$ cat src/rtl/riscv_pkg.sv
// Shared types and constants for the RISC-V core pipeline control.
//   hazard_state_t : memory-wait sequencer states (RUN, MEM_WAIT, ERROR)
//   FWD_*          : execute-stage ALU operand source selects
package riscv_pkg;

  typedef enum logic [1:0] {
    RUN      = 2'd0,
    MEM_WAIT = 2'd1,
    ERROR    = 2'd2
  } hazard_state_t;

  localparam logic [1:0] FWD_RF  = 2'b00;
  localparam logic [1:0] FWD_WB  = 2'b01;
  localparam logic [1:0] FWD_MEM = 2'b10;

endpackage

$ cat src/rtl/hazard_forward.sv
// Execute-stage forwarding compare (purely combinational).
// Ports:
//   rs1_e, rs2_e               : source registers in execute
//   rd_m, rd_w                 : destinations in memory / writeback
//   reg_write_m, reg_write_w   : write enables in memory / writeback
//   forward_a_e, forward_b_e   : operand selects (FWD_RF / FWD_WB / FWD_MEM)
module hazard_forward
  import riscv_pkg::*;
(
  input  logic [4:0] rs1_e,
  input  logic [4:0] rs2_e,
  input  logic [4:0] rd_m,
  input  logic [4:0] rd_w,
  input  logic       reg_write_m,
  input  logic       reg_write_w,
  output logic [1:0] forward_a_e,
  output logic [1:0] forward_b_e
);

  // The memory stage holds the younger result, so it wins over writeback.
  // x0 is never forwarded since it always reads as zero.
  function automatic logic [1:0] fwd_sel(input logic [4:0] rs);
    if (reg_write_m && (rd_m != 5'd0) && (rd_m == rs)) begin
      return FWD_MEM;
    end else if (reg_write_w && (rd_w != 5'd0) && (rd_w == rs)) begin
      return FWD_WB;
    end else begin
      return FWD_RF;
    end
  endfunction

  always_comb begin
    forward_a_e = fwd_sel(rs1_e);
    forward_b_e = fwd_sel(rs2_e);
  end

endmodule

$ cat src/rtl/hazard_ctrl.sv
// Pipeline hazard and stall controller for the five-stage core.
// Drives stall/flush enables of the pipeline registers, the execute-stage
// forwarding selects, sequences multi-cycle data-memory waits with a
// watchdog, and keeps saturating stall/flush event counters.
// Ports:
//   clk, reset                       : clock, synchronous active-high reset
//   rs1_d, rs2_d                     : decode-stage sources
//   rs1_e, rs2_e, rd_e, load_e       : execute-stage operands / load flag
//   pc_src_e                         : taken branch/jump in execute
//   rd_m, rd_w, reg_write_m/_w       : later-stage writers
//   dmem_req_m, dmem_ready_m         : data-memory handshake
//   stall_f/d/e/m, flush_d/e/w       : pipeline register controls
//   forward_a_e, forward_b_e         : ALU operand selects
//   mem_timeout                      : sticky watchdog error
//   stall_count, flush_count         : saturating event counters
//
// state    | meaning
// ---------+----------------------------------------------------------
// RUN      | normal flow; a req without ready stalls and enters MEM_WAIT
// MEM_WAIT | memory access outstanding; pipeline frozen, watchdog counts
// ERROR    | watchdog expired; pipeline frozen until reset
module hazard_ctrl
  import riscv_pkg::*;
#(
  parameter int TIMEOUT = 16,
  parameter int CNT_W   = 32
) (
  input  logic             clk,
  input  logic             reset,
  input  logic [4:0]       rs1_d,
  input  logic [4:0]       rs2_d,
  input  logic [4:0]       rs1_e,
  input  logic [4:0]       rs2_e,
  input  logic [4:0]       rd_e,
  input  logic             load_e,
  input  logic             pc_src_e,
  input  logic [4:0]       rd_m,
  input  logic [4:0]       rd_w,
  input  logic             reg_write_m,
  input  logic             reg_write_w,
  input  logic             dmem_req_m,
  input  logic             dmem_ready_m,
  output logic             stall_f,
  output logic             stall_d,
  output logic             stall_e,
  output logic             stall_m,
  output logic             flush_d,
  output logic             flush_e,
  output logic             flush_w,
  output logic [1:0]       forward_a_e,
  output logic [1:0]       forward_b_e,
  output logic             mem_timeout,
  output logic [CNT_W-1:0] stall_count,
  output logic [CNT_W-1:0] flush_count
);

  localparam logic [7:0] WAIT_LAST = 8'(TIMEOUT - 1);

  hazard_state_t    state_q;
  logic [7:0]       wait_cnt_q;
  logic             mem_timeout_q;
  logic [CNT_W-1:0] stall_cnt_q, stall_cnt_d;
  logic [CNT_W-1:0] flush_cnt_q, flush_cnt_d;
  logic             lu;
  logic             ms;
  logic             branch_taken;

  hazard_forward u_forward (
    .rs1_e       (rs1_e),
    .rs2_e       (rs2_e),
    .rd_m        (rd_m),
    .rd_w        (rd_w),
    .reg_write_m (reg_write_m),
    .reg_write_w (reg_write_w),
    .forward_a_e (forward_a_e),
    .forward_b_e (forward_b_e)
  );

  always_comb begin
    lu = load_e && (rd_e != 5'd0) && ((rd_e == rs1_d) || (rd_e == rs2_d));
    // The first cycle of a wait is still RUN, so the stall must come
    // straight from the handshake rather than from the state alone.
    ms = (state_q == MEM_WAIT) || (state_q == ERROR) ||
         ((state_q == RUN) && dmem_req_m && !dmem_ready_m);

    stall_f      = 1'b0;
    stall_d      = 1'b0;
    stall_e      = 1'b0;
    stall_m      = 1'b0;
    flush_d      = 1'b0;
    flush_e      = 1'b0;
    flush_w      = 1'b0;
    branch_taken = 1'b0;

    if (ms) begin
      // A branch in execute stays frozen in D/E and is honoured later.
      stall_f = 1'b1;
      stall_d = 1'b1;
      stall_e = 1'b1;
      stall_m = 1'b1;
      flush_w = 1'b1;
    end else if (pc_src_e) begin
      // The flush already removes the dependent instruction in decode.
      flush_d      = 1'b1;
      flush_e      = 1'b1;
      branch_taken = 1'b1;
    end else if (lu) begin
      stall_f = 1'b1;
      stall_d = 1'b1;
      flush_e = 1'b1;
    end
  end

  always_comb begin
    stall_cnt_d = stall_cnt_q;
    flush_cnt_d = flush_cnt_q;
    if (stall_f && (stall_cnt_q != '1)) stall_cnt_d = stall_cnt_q + CNT_W'(1);
    if (branch_taken && (flush_cnt_q != '1)) flush_cnt_d = flush_cnt_q + CNT_W'(1);
  end

  always_ff @(posedge clk) begin
    if (reset) begin
      state_q       <= RUN;
      wait_cnt_q    <= 8'd0;
      mem_timeout_q <= 1'b0;
    end else begin
      case (state_q)
        RUN: begin
          if (dmem_req_m && !dmem_ready_m) begin
            state_q    <= MEM_WAIT;
            wait_cnt_q <= 8'd1;
          end
        end
        MEM_WAIT: begin
          if (dmem_ready_m) begin
            state_q <= RUN;
          end else if (wait_cnt_q == WAIT_LAST) begin
            state_q       <= ERROR;
            mem_timeout_q <= 1'b1;
          end else begin
            wait_cnt_q <= wait_cnt_q + 8'd1;
          end
        end
        ERROR: begin
          state_q <= ERROR;
        end
        default: begin
          state_q <= RUN;
        end
      endcase
    end
  end

  always_ff @(posedge clk) begin
    if (reset) begin
      stall_cnt_q <= '0;
      flush_cnt_q <= '0;
    end else begin
      stall_cnt_q <= stall_cnt_d;
      flush_cnt_q <= flush_cnt_d;
    end
  end

  assign mem_timeout = mem_timeout_q;
  assign stall_count = stall_cnt_q;
  assign flush_count = flush_cnt_q;

endmodule

$ cat config.mk
export PLATFORM = sky130hd
export DESIGN_NAME = hazard_ctrl
export DESIGN_NICKNAME = d
export VERILOG_FILES = /design/src/rtl/riscv_pkg.sv /design/src/rtl/hazard_forward.sv /design/src/rtl/hazard_ctrl.sv
export SDC_FILE = /design/constraint.sdc
export NUM_CORES = 1
export LEC_CHECK = 0
export ABC_CLOCK_PERIOD_IN_PS = 3700
export BUFFER_PORTS_ARGS = -buffer_cell sky130_fd_sc_hd__buf_4
export CORE_MARGIN = 1
export CORE_UTILIZATION = 57
export DETAILED_ROUTE_END_ITERATION = 6
export GPL_TIMING_DRIVEN = 0
export PLACE_DENSITY_LB_ADDON = 0.25
export SYNTH_ARGS = -nofsm -noshare
export SYNTH_HDL_FRONTEND = slang
export SYNTH_SLANG_ARGS = --single-unit
$ cat constraint.sdc
create_clock -name clk -period 3.7 [get_ports clk]
set_input_delay 0 -clock clk [delete_from_list [all_inputs] [get_ports clk]]
set_output_delay 0 -clock clk [all_outputs]
set_load 0.01 [all_outputs]
# After elaboration in Yosys (flattened, before gate mapping)
# Cells that the tools add are included.
classes:
  add_sub_neg: 3
  n_eq_ne: 15
  mux: 20
  bitwise_logic: 1
  n_reduce_logical: 25
op_table:
  columns: ["op", "n"]
  rows:
  - ["$add A32 B1 Y32 const B", 2]
  - ["$ne A32 B32 Y1 const B", 2]
  - ["$eq A5 B5 Y1", 6]
  - ["$mux W8", 3]
  - ["$pmux W8 S2", 1]
  - ["$reduce_bool A5 Y1", 3]
  - ["$logic_and A1 B1 Y1", 13]
  - ["$mux W1", 10]
  - ["$mux W2", 5]
  - ["$add A8 B1 Y8 const B", 1]
  - ["$eq A8 B4 Y1 const B", 1]
  - ["$pmux W2 S3", 1]
  - ["$ne A2 B2 Y1 const B", 2]
  - ["$reduce_and A4 Y1", 1]
  - ["$logic_or A1 B1 Y1", 3]
  - ["$ne A3 B2 Y1 const B", 1]
  - ["$reduce_and A3 Y1", 1]
  - ["$eq A2 B1 Y1 const B", 1]
  - ["$eq A2 B2 Y1 const B", 1]
  - ["$logic_not A2 Y1", 1]
  - ["$ne A2 B1 Y1 const B", 1]
  - ["$reduce_and A2 Y1", 1]
  - ["$reduce_bool A2 Y1", 1]
  - ["$logic_not A1 Y1", 1]
  - ["$not A1 Y1", 1]
word_totals:
  reg_bits: 75
  in_bits: 43
  word_cells: 69

# Depth between registers and ports, before layout
# Gate-level depths: netlist of the first run.
logic_depth:
  word_depth: 7
  mapped_depth: 10

# Cells and area by module
# Synthesis of the first run repeated with hierarchy kept, for this count alone.
hier_totals:
  hier_cells: 517
  hier_area_um2: 4314.1
by_module_without_submodules:
  columns: ["mod", "n_inst", "cells_each", "area_per_inst_um2", "seq_area_each_um2"]
  rows:
  - ["hazard_ctrl", 1, 483, 4056.4, 1501.4]
  - ["hazard_forward", 1, 34, 257.7, 0.0]

# Least setup slack after synthesis of the first run
# OpenSTA, ideal clock, no wires.
synth_timing:
  kind: "reg-to-reg"
  start: "reg stall_cnt_q[0] (netlist: stall_count[0])"
  end: "reg stall_cnt_q[1] (netlist: stall_count[1])"
  setup_time_ps: 132
  arrival_time_ps: 1967
  t_required_ps: 3568
  path_slack_ps: 1601
  path_stages_with_launch: 11
  n_path_buf: 3
  path_cell_list: "dfxtp_1 ha_1 and4_1 clkbuf_1 nand2_1 nor3_1 and4_1 buf_4 buf_4 nand3b_1 a21oi_1"
synth_via:
  elab_chain_cells: 2
  word_cells_on_any_way: 3
  cone_classes: "1 x add/sub; 1 x eq/ne; 1 x reduce/logical"
synth_lines:
  columns: ["item", "line_no", "rtl"]
  rows:
  - ["start: declaration", "hazard_ctrl.sv:62", "logic [CNT_W-1:0] stall_cnt_q, stall_cnt_d;"]
  - ["start signal: assignment", "hazard_ctrl.sv:159", "stall_cnt_q <= stall_cnt_d;"]
  - ["branches (longest 2 deep; another with $add A32 B1 Y32)", null, null]
# Parallel ways; which one is timed is not known.
# A chain may end at the register's enable or synchronous reset.

# Worst setup path after layout of the first run
layout_timing:
  start: "reg state_q[0]"
  end: "reg flush_cnt_q[23] (netlist: flush_count[23])"
layout_via:
  elab_chain_cells: 6
  word_cells_on_any_way: 9
  cone_classes: "2 x eq/ne; 1 x mux; 6 x reduce/logical"
layout_lines:
  columns: ["item", "line_no", "rtl"]
  rows:
  - ["start: declaration", "hazard_ctrl.sv:59", "hazard_state_t state_q;"]
  - ["start signal: assignment", "hazard_ctrl.sv:123", "state_q <= RUN;"]
  - ["start signal: assignment", "hazard_ctrl.sv:130", "state_q <= MEM_WAIT;"]
  - ["start signal: assignment", "hazard_ctrl.sv:136", "state_q <= RUN;"]
  - ["$logic_not A2 Y1", "hazard_ctrl.sv:84", "((state_q == RUN) && dmem_req_m && !dmem_ready_m);"]
  - ["$logic_and A1 B1 Y1 (2 in series)", "hazard_ctrl.sv:84", null]
  - ["$logic_or A1 B1 Y1 (*)", "hazard_ctrl.sv:83", "ms = (state_q == MEM_WAIT) || (state_q == ERROR) ||"]
  - ["$mux W1 (*)", "hazard_ctrl.sv:95", "if (ms) begin"]
  - ["$logic_and A1 B1 Y1 (*)", "hazard_ctrl.sv:118", "if (branch_taken && (flush_cnt_q != '1)) flush_cnt_d = flush_cnt_q + CNT_W'(1);"]
  - ["end signal: assignment", "hazard_ctrl.sv:160", "flush_cnt_q <= flush_cnt_d;"]
  - ["end: declaration", "hazard_ctrl.sv:63", "logic [CNT_W-1:0] flush_cnt_q, flush_cnt_d;"]
# Every way passes the cells marked *; elsewhere a longest branch is shown, timed or not.

==> results of run 1 <==
[sequential cells by signal, summed over array words and instances, names as in the netlist]
register,count
flush_count,32
mem_timeout,1
stall_count,32
state_q,2
wait_cnt_q,8
[how the worst max path moves through the flow]
stage                   startpoint         endpoint
finish                  state_q[0]  flush_count[23]
global route            state_q[0]  flush_count[23]
CTS                     state_q[0]  flush_count[23]
detailed placement  stall_count[0]   stall_count[1]
global placement        state_q[0]  flush_count[27]
floorplan           stall_count[0]   stall_count[1]
[worst max-delay path, delay by kind of cell (launching register included)]
family	cells	cell delay, ns
adders and majority gates	1	0.26
and+or+nand+nor	5	1.59
DFF	1	0.38
buffers and inverters	1	0.08
xor gates and xnor gates	1	0.22
[where the power goes]
part	switching [W]	internal, W	total (W)
registers	0.0000121	0.000816	0.000828
clock network	0.000322	0.000381	0.000703
logic	0.000154	0.000123	0.000276
[layer usage]
layer,vias up,track usage (%)
li1,2122,-
met1,2089,36.7
met2,171,51.0
met3,18,4.34
met4,0,11.4
met5,-,0
[cell type report]
class                      instances  area [µm²]
timing repair buffer             118         886
multi-input combinational        409        2660
sequential                        75        1500
tap                               99         124
buffer                            24         121
fill                             556        1750
clock inverter                     6        88.8
inverter                          10        37.5
clock buffer                      10         128
[cells by family after synthesis]
| logic type | after synthesis |
|---|---|
| fa+ha+maj | 6 |
| flops | 75 |
| mux | 15 |
| xor+xnor | 63 |
| simple gates | 262 |
| compound gates | 63 |
| buf+inv | 34 |
[metrics by stage]
step / util (%) / hold slack (ns) / instance area, µm² / power [W]
final: 76.0 / 0.0241 / 5540 / 0.00181
after global routing: 76.0 / 0.0837 / 5540 / 0.00187
after CTS: 76.0 / 0.0192 / 5540 / 0.00181
after detailed placement: 73.1 / 0.372 / 5330 / 0.00112
after global placement: 73.1 / 0.345 / 5330 / 0.00111
after floorplan: - / 0.145 / 4320 / 0.000998
[cells in the final DEF, fill, tap and decap left out, types with 2 or more instances in the layout]
| cell type | count |
|---|---|
| or3_1 | 9 |
| buf_4 | 123 |
| xnor2_1 | 20 |
| xor2_1 | 43 |
| nand3_1 | 25 |
| nor2_1 | 67 |
| and4_1 | 14 |
| mux2_2 | 14 |
| nor3b_1 | 5 |
| nor4_1 | 13 |
| dfxtp_1 | 75 |
| nor4b_1 | 5 |
| nand2b_1 | 5 |
| and2_1 | 6 |
| o21ai_0 | 14 |
| clkinvlp_4 | 2 |
| nand4_1 | 26 |
| a21oi_1 | 25 |
| ha_1 | 6 |
| clkbuf_8 | 9 |
| o31ai_1 | 10 |
| and3_1 | 13 |
| nor3_1 | 10 |
| a211oi_1 | 2 |
| clkbuf_1 | 15 |
| nand2_1 | 26 |
| nand3b_1 | 3 |
| inv_1 | 9 |
| or4_1 | 16 |
| nor2b_1 | 17 |
| buf_2 | 4 |
| bufinv_16 | 2 |
==> run_results.csv, run 1 <==
group,metric,value,unit
min_path,hold_end,"wait_cnt_q[0]",
layout,fin_nets,696,
clock_tree,htreeDepth,3,
synthesis,synthXorXnorAreaFrac,12.8,%
route,drtAntennaViolNets,0,
synthesis,avgSynthCellArea,8.34,µm²
synthesis,yosysTopAreaCell,"dfxtp_1",
place,placed_cells,735,
route,wirelength,11700,µm
floorplan,core_area,7290,µm²
floorplan,ioPinCount,119,
route,first_iter_violations,349,
timing,setup_ws,1.05,ns
setup_path,crit_required,3.93,ns
synthesis,synth_compound_area_share,9.62,%
synthesis,syn-num-nets,567,
setup_path,startpoint_type,"register",
setup_path,worstPathCellList,"inv_1 -> ha_1 -> nand3b_1 -> nand3b_1 -> nor3_1 -> nor4b_1 -> xnor2_1 -> nor2_1",
clock_tree,clkSinkCount,75,
route,firstDrtPassIters,4,
floorplan,die_y,89.0,µm
timing,grt_setup_unrepaired,"false",
place,place_hpwl,8410,µm
setup_path,reg2regPathDepth,8,
clock_tree,cts_resized,0,
synthesis,synth_seq_area_share,34.8,%
route,wl_met3,769,µm
synthesis,synth_edf_count,0,
synthesis,synth_simple_gate_area_share,33.5,%
place,place_ws,1.20,ns
clock_tree,clk_latency,0.36,ns
setup_path,slowest_delay,0.66,ns
clock_tree,clock_path_buffers,2,
route,vias_per_cell,5.86,
route,wire_per_inst,15.6,µm
global_route,grt_max_degree,14,
min_path,hold_start,"dmem_ready_m",
synthesis,synth_area,4320,µm²
power_and_ir_drop,p_leak,2.19,nW
timing,max_slew_margin,53.8,%
timing,fmax,377,MHz
floorplan,initial_core_util,59.2,%
synthesis,yosysMostFrequentCell,"dfxtp_1",
global_route,grt-ovfl-total,0,
global_route,antenna_found_initial,0,
place,place_congestion,0.901,
synthesis,synth_fa_ha_area_share,1.74,%
timing,finalCriticalPeriod,2.65,ns
synthesis,netlist_top_cells_area,"dfxtp_1 (35%), xor2_1 (8.7%), nor2_1 (5.8%)",
floorplan,die-area,7930,µm²
synthesis,netlist_instances,518,
route,drc,0,
synthesis,synthMuxAreaShare,3.88,%
clock_tree,cts_setup_buffers,0,
route,wl_met1,5050,µm
synthesis,synth_top_family_by_area,"simple AND/OR/NAND/NOR gates",
min_path,min_path_type,"in -> reg",
synthesis,synth-seq-cells,75,
timing,finalSetupViolCount,0,
timing,setup_tns,0,ns
clock_tree,cts_tree,"done",
clock_tree,postCtsHoldBufs,0,
synthesis,synth_top_area_share,34.8,%
synthesis,synth_warnings,0,
route,wl_met2,5670,µm
status,status,"finished clean",
setup_path,cp.arrival,2.88,ns
floorplan,fp.dieW,89.0,µm
clock_tree,cts_made_buffers,9,
synthesis,synth_ff_type,"dfxtp_1",
power_and_ir_drop,max-vdd-ir-drop,0.255,mV
synthesis,synth.top_cells.by_count,"dfxtp_1 (75), nor2_1 (67), xor2_1 (43)",
setup_path,r2r_slack,1.05,ns
timing,worst_slew_pin_slew,0.688,ns
setup_path,r2r_end,"flush_count[23]",
layout,layout.cells.non_filler,751,
timing,skew,0.0132,ns
global_route,grt_pass1_wl,18100,µm
power_and_ir_drop,cellPowerDensity,326,nW/µm²
min_path,whs_path_depth,4,
flow_run,max_cap_viol_count,0,
place,io_buffers,118,
global_route,first_global_vias,4058,
timing,hold_violations,0,
route,highest_layer,"met4",
synthesis,async_reset_ff_share,0,%
setup_path,path_max_fanout,6,
clock_tree,root_buffer,"clkbuf_8",
setup_path,r2r_start,"state_q[0]",
timing,finalMaxSlewViolations,0,
route,vias,4400,
timing,period_share,71.6,%
synthesis,yosysUniqueCellTypes,46,
layout,antenna_cells,0,
setup_path,criticalPathCategory,"reg -> reg",
floorplan,row_count,31,
setup_path,crit_path_frequent_cell,"nand3b_1",
setup_path,cp_slowest_cell,"nor3_1",
global_route,grtUsageTotal,29.3,%
setup_path,worstSetupEndpointType,"register",
clock_tree,cts.clk_slew.worst_paths,0.09,ns
layout,drive_gt1_share,25.2,%
layout,area_growth,28.4,%
Power figures use the tool's default switching activity.
==> run 2: changes to the inputs <==
--- a/config.mk
+++ b/config.mk
@@ -5,10 +5,10 @@
 export SDC_FILE = /design/constraint.sdc
 export NUM_CORES = 1
 export LEC_CHECK = 0
-export ABC_CLOCK_PERIOD_IN_PS = 3700
+export ABC_CLOCK_PERIOD_IN_PS = 2800
 export BUFFER_PORTS_ARGS = -buffer_cell sky130_fd_sc_hd__buf_4
 export CORE_MARGIN = 1
-export CORE_UTILIZATION = 57
+export CORE_UTILIZATION = 53
 export DETAILED_ROUTE_END_ITERATION = 6
 export GPL_TIMING_DRIVEN = 0
 export PLACE_DENSITY_LB_ADDON = 0.25
==> constraint.sdc (replaced) <==
create_clock -name clk -period 2.8 [get_ports clk]
set_input_delay 0 -clock clk [delete_from_list [all_inputs] [get_ports clk]]
set_output_delay 0 -clock clk [all_outputs]
set_load 0.01 [all_outputs]
==> run 2 against run 1 <==
Effect of this change: cell count increased by 0.27%; largest cell class unchanged; non-clock buffer count unchanged; total power up 31%; clock skew is 0.0012 ns lower; worst hold slack improved by 0.032 ns; sequential share of layout area is essentially flat; final area hardly changed; clock power increased by 30%; wire length shrank 4.6%; highest routed layer unchanged.
==> run_results.csv, run 2 (synthesis results as in run 1) <==
group,metric,value,unit
global_route,grt_pass1_wl,18400,µm
timing,hold_violations,0,
route,wirelength,11200,µm
route,drc,0,
setup_path,startpoint_type,"register",
layout,layout_commonest_cell,"buf_4",
power_and_ir_drop,p_leak,2.19,nW
clock_tree,cts_made_buffers,9,
global_route,grt_max_degree,13,
setup_path,r2r_start,"stall_count[0]",
global_route,first_global_vias,3977,
layout,final_cell_mix,"buf_4 (123), dfxtp_1 (75), nor2_1 (67), xor2_1 (43)",
clock_tree,clock_path_buffers,2,
setup_path,cp.arrival,2.71,ns
floorplan,die_y,92.3,µm
setup_path,worstSetupEndpointType,"register",
timing,whs,0.0559,ns
place,place_congestion,0.893,
floorplan,fp.dieW,92.3,µm
setup_path,crit_required,3.01,ns
timing,finalSetupViolCount,0,
flow_run,max_cap_viol_count,0,
setup_path,r2r_slack,0.30,ns
clock_tree,htreeDepth,3,
floorplan,core_area,7810,µm²
layout,fin_nets,696,
setup_path,criticalPathCategory,"reg -> reg",
route,firstDrtPassIters,5,
power_and_ir_drop,max-vdd-ir-drop,0.388,mV
timing,period_share,89.4,%
layout,drive_gt1_share,25.2,%
clock_tree,cts_setup_buffers,0,
route,vias,4277,
clock_tree,clk_latency,0.34,ns
status,status,"finished clean",
route,vias_per_cell,5.68,
clock_tree,postCtsHoldBufs,0,
timing,skew,0.0120,ns
power_and_ir_drop,p_int,0.00176,W
setup_path,path_max_fanout,10,
timing,worst_slew_pin_slew,0.687,ns
setup_path,r2r_end,"stall_count[1]",
route,drtAntennaViolNets,0,
clock_tree,clkSinkCount,75,
place,io_buffers,118,
clock_tree,root_buffer,"clkbuf_8",
place,place_hpwl,8410,µm
timing,finalCriticalPeriod,2.50,ns
power_and_ir_drop,cellPowerDensity,427,nW/µm²
timing,setup_tns,0,ns
setup_path,reg2regPathDepth,10,
global_route,antenna_found_initial,0,
layout,area_growth,28.5,%
min_path,min_path_type,"in -> reg",
route,first_iter_violations,234,
clock_tree,cts.clk_slew.worst_paths,0.08,ns
timing,finalMaxSlewViolations,0,
power_and_ir_drop,p_clk_share,38.4,%
clock_tree,cts_resized,0,
global_route,grtUsageTotal,26.8,%
floorplan,row_count,32,
layout,antenna_cells,0,
setup_path,cp-endpoint,"stall_count[1]",
route,wire_per_inst,14.8,µm
clock_tree,cts_tree,"done",
power_and_ir_drop,combPwrFrac,15.3,%
power_and_ir_drop,p_seq_share,46.2,%
floorplan,ioPinCount,119,
power_and_ir_drop,p_sw_share,25.8,%
floorplan,initial_core_util,55.3,%
floorplan,die-area,8510,µm²
setup_path,cp-startpoint,"stall_count[0]",
timing,fmax,400,MHz
power_and_ir_drop,p_sw,0.000611,W
global_route,grt-ovfl-total,0,
timing,max_slew_margin,53.8,%
timing,grt_setup_unrepaired,"false",
==> run 2: cell count changes in the layout (fill, tap and decap cells not counted) <==
cell | previous run | this run
clkinvlp_4 | 2 | 1
clkbuf_8 | 9 | 10
clkbuf_1 | 15 | 14
clkinv_2 | 1 | 2
inv_6 | 1 | 0
==> run 2: stage by stage <==
| stage | cells | power, W | area, µm² | utilization [%] | worst slack (ns) |
|---|---|---|---|---|---|
| 2_1_floorplan | 518 | 0.00132 | 4320 | - | 0.701 |
| 3_3_place_gp | 738 | 0.00147 | 5330 | 68.3 | 0.388 |
| 3_5_place_dp | 738 | 0.00148 | 5330 | 68.3 | 0.335 |
| 4_1_cts | 753 | 0.00238 | 5550 | 71.0 | 0.310 |
| 5_1_grt | 753 | 0.00246 | 5550 | 71.0 | 0.0671 |
| 6_report | 753 | 0.00237 | 5550 | 71.0 | 0.298 |
==> run 2: cell type report <==
type                            instances  area, µm²
Fill cell                             646       2260
Sequential cell                        75       1500
Buffer                                 24        121
Timing Repair Buffer                  118        886
Clock buffer                           10        138
Inverter                               10       37.5
Tap cell                              102        128
Multi-Input combinational cell        409       2660
Clock inverter                          5       77.6
==> run 2: per-layer routing <==
| metal | wire length (µm) | vias to the layer above | global-route usage [%] |
|---|---|---|---|
| li1 | - | 2121 | - |
| met3 | 698 | 15 | 6.38 |
| met4 | 165 | 0 | 9.24 |
| met5 | 0 | - | 0 |
| met1 | 4960 | 1994 | 33.9 |
| met2 | 5350 | 147 | 44.3 |
==> run 2: critical path: stages (launching register included) <==
cell and delay, ns:
dfxtp_1 0.39, ha_1 0.22, and4_1 0.20, clkbuf_1 0.26, nand2_1 0.10, nor3_1 0.26, and4_1 0.35, buf_4 0.21
buf_4 0.19, nand3b_1 0.12, a21oi_1 0.06
==> run 2: worst min path at each step <==
stage                 startpoint       endpoint  slack [ns]  cells past startpoint
floorplan               pc_src_e        flush_e        0.15                      2
global placement        pc_src_e        flush_e        0.35                      4
detailed placement      pc_src_e        flush_e        0.34                      4
CTS                 dmem_ready_m  wait_cnt_q[0]        0.04                      4
global route        dmem_ready_m  wait_cnt_q[0]        0.07                      4
finish              dmem_ready_m  wait_cnt_q[0]        0.06                      4
==> run 2: power groups by stage <==
stage	registers [W]	clock network (W)	logic, W
after floorplan	0.00112	0	0.000199
after global placement	0.00112	0	0.000351
after detailed placement	0.00112	0	0.000363
after CTS	0.00109	0.000925	0.000364
after global routing	0.00110	0.000965	0.000398
final	0.00110	0.000911	0.000364
==> run 3: changes to the inputs <==
--- a/config.mk
+++ b/config.mk
@@ -5,10 +5,11 @@
 export SDC_FILE = /design/constraint.sdc
 export NUM_CORES = 1
 export LEC_CHECK = 0
+export ABC_AREA = 1
 export ABC_CLOCK_PERIOD_IN_PS = 2800
 export BUFFER_PORTS_ARGS = -buffer_cell sky130_fd_sc_hd__buf_4
 export CORE_MARGIN = 1
-export CORE_UTILIZATION = 53
+export CORE_UTILIZATION = 55
 export DETAILED_ROUTE_END_ITERATION = 6
 export GPL_TIMING_DRIVEN = 0
 export PLACE_DENSITY_LB_ADDON = 0.25
==> run 3 against run 2 <==
Effect of this change: the flow now finishes with violations (DRC); synthesized cell count up 55%; non-clock buffer count up 5; wire length up 23%; worst hold slack better by 0.028 ns; count of clock-buffer cells in the layout up 3; critical path depth up 2; core utilization up 0.084 points; critical path type unchanged.
==> run_results.csv, run 3 <==
group,metric,value,unit
clock_tree,clkSinkCount,75,
floorplan,core_area,8850,µm²
global_route,grtUsageTotal,29.3,%
clock_tree,postCtsHoldBufs,1,
floorplan,die-area,9620,µm²
synthesis,synth-seq-cells,75,
route,wire_per_inst,13.2,µm
floorplan,ioPinCount,119,
layout,area_growth,24.0,%
floorplan,initial_core_util,57.4,%
route,first_iter_violations,247,
global_route,grt_pass1_wl,23400,µm
synthesis,synth_warnings,0,
setup_path,r2r_slack,0.71,ns
clock_tree,cts_resized,0,
clock_tree,cts_made_buffers,9,
setup_path,cp.arrival,2.36,ns
timing,finalSetupViolCount,0,
route,firstDrtPassIters,7,
synthesis,synth.top_cells.by_count,"nand2_1 (235), nor2_1 (116), dfxtp_1 (75)",
place,place_congestion,0.932,
clock_tree,cts_tree,"done",
timing,max_slew_margin,60.2,%
flow_run,max_cap_viol_count,0,
min_path,min_path_type,"in -> reg",
route,vias_per_cell,5.31,
floorplan,die_y,98.1,µm
timing,hold_violations,0,
clock_tree,cts_setup_buffers,0,
synthesis,synth_area,5080,µm²
synthesis,yosysUniqueCellTypes,41,
layout,antenna_cells,0,
timing,finalMaxSlewViolations,0,
global_route,antenna_found_initial,0,
power_and_ir_drop,p_leak,2.80,nW
synthesis,synth_edf_count,0,
global_route,first_global_vias,5297,
clock_tree,htreeDepth,3,
timing,setup_tns,0,ns
layout,fillers,758,
setup_path,startpoint_type,"register",
timing,worst_slew_pin_slew,0.597,ns
synthesis,async_reset_ff_share,0,%
status,violations,"DRC",
layout,drive_gt1_share,20.7,%
synthesis,netlist_instances,803,
global_route,grt-ovfl-total,0,
floorplan,row_count,34,
timing,skew,0.0102,ns
route,vias,5548,
setup_path,r2r_start,"state_q[0]",
synthesis,netlist_top_cells_area,"dfxtp_1 (30%), nand2_1 (17%), nor2_1 (8.6%)",
synthesis,synth_top_area_share,29.6,%
route,drtAntennaViolNets,0,
route,wirelength,13700,µm
setup_path,crit_required,3.07,ns
clock_tree,root_buffer,"clkbuf_8",
layout,fin_nets,981,
synthesis,synth_seq_area_share,29.6,%
clock_tree,cts.clk_slew.worst_paths,0.07,ns
status,status,"finished with violations",
layout,design_area,6290,µm²
timing,fmax,479,MHz
place,place_hpwl,10800,µm
synthesis,synth_ff_type,"dfxtp_1",
timing,period_share,74.5,%
route,drc,7,
setup_path,worstSetupEndpointType,"register",
timing,grt_setup_unrepaired,"false",
setup_path,r2r_end,"flush_count[16]",
power_and_ir_drop,max-vdd-ir-drop,0.254,mV
synthesis,syn-num-nets,852,
setup_path,cp-startpoint,"state_q[0]",
clock_tree,clk_latency,0.35,ns
layout,final_cell_mix,"nand2_1 (235), buf_4 (122), nor2_1 (116), dfxtp_1 (75), inv_1 (73)",
layout,layout_commonest_cell,"nand2_1",
global_route,grt_max_degree,12,
power_and_ir_drop,cellPowerDensity,385,nW/µm²
floorplan,fp.dieW,98.1,µm
clock_tree,clock_path_buffers,2,
synthesis,yosysTopAreaCell,"dfxtp_1",
place,io_buffers,117,
synthesis,yosysMostFrequentCell,"nand2_1",
synthesis,avgSynthCellArea,6.32,µm²
timing,finalCriticalPeriod,2.09,ns
place,placed_area,6090,µm²
setup_path,path_max_fanout,10,
setup_path,reg2regPathDepth,12,
setup_path,criticalPathCategory,"reg -> reg",
setup_path,cp-endpoint,"flush_count[16]",
[run 3: cell types whose count changed in the layout (fill, tap and decap cells not counted), moves of 16 or more]
cell,delta
a21oi_1,+32
xor2_1,-22
or4_1,-16
inv_1,+64
nor2_1,+49
nand2_1,+209
nand3_1,+32
nor2b_1,-17
[run 3: worst min path at each step]
stage | to | cells past startpoint | startpoint
detailed placement | state_q[1] | 4 | dmem_ready_m
CTS | flush_count[2] | 2 | reset
global route | state_q[1] | 5 | dmem_req_m
global placement | state_q[1] | 4 | dmem_ready_m
floorplan | forward_b_e[1] | 2 | reg_write_m
finish | flush_count[2] | 2 | reset
[run 3: area by class of cell]
type	count	area [µm²]	area share [%]
multi-input cells	620	3110	49.4
inverters	79	297	4.71
clock buffers	13	159	2.52
repair buffers	118	888	14.1
plain buffers	29	169	2.68
well taps	108	135	2.15
clock inverters	2	35.0	0.557
flip-flops and latches	75	1500	23.9
[run 3: power breakdown]
part / leakage [nW] / internal (W) / switching, W
Sequential: 0.606 / 0.00109 / 0.0000250
Clock: 0.0995 / 0.000456 / 0.000395
Combinational: 2.10 / 0.000195 / 0.000267
Total: 2.80 / 0.00174 / 0.000688
[run 3: metal layers]
metal | vias up | global-route usage, % | part of all wire (%)
met1 | 2542 | 33.9 | 42
met5 | - | 0 | 0
met3 | 32 | 4.94 | 4.7
met2 | 161 | 53.8 | 51
met4 | 0 | 11.0 | 1.9
li1 | 2813 | - | -
[run 3: cells by family after synthesis]
logic type,share of synthesized area [%]
AOI/OAI and AO/OA,9.88
xor gates and xnor gates,7.94
adders and majority gates,1.48
buffers and inverters,9.17
DFF,29.6
and+or+nand+nor,42.0
[run 3: stage by stage]
step	utilization, %	hold WS, ns	setup slack, ns	total power (W)	cells
after floorplan	-	0.134	1.03	0.00141	803
after global placement	68.8	0.339	0.782	0.00157	1028
after detailed placement	68.8	0.358	0.725	0.00159	1028
after CTS	71.1	0.0734	0.720	0.00243	1044
after global routing	71.1	0.124	0.536	0.00253	1044
final	71.1	0.0835	0.714	0.00242	1044
[run 3: worst max-delay path, stage by stage (launching register included)]
cell     delay (ns)
dfxtp_1        0.33
inv_1          0.08
ha_1           0.23
nand3_1        0.10
inv_1          0.06
nor2_1         0.12
inv_1          0.13
nor2_4         0.24
nand2_4        0.09
inv_2          0.15
buf_2          0.26
nand2_1        0.10
a21oi_2        0.12
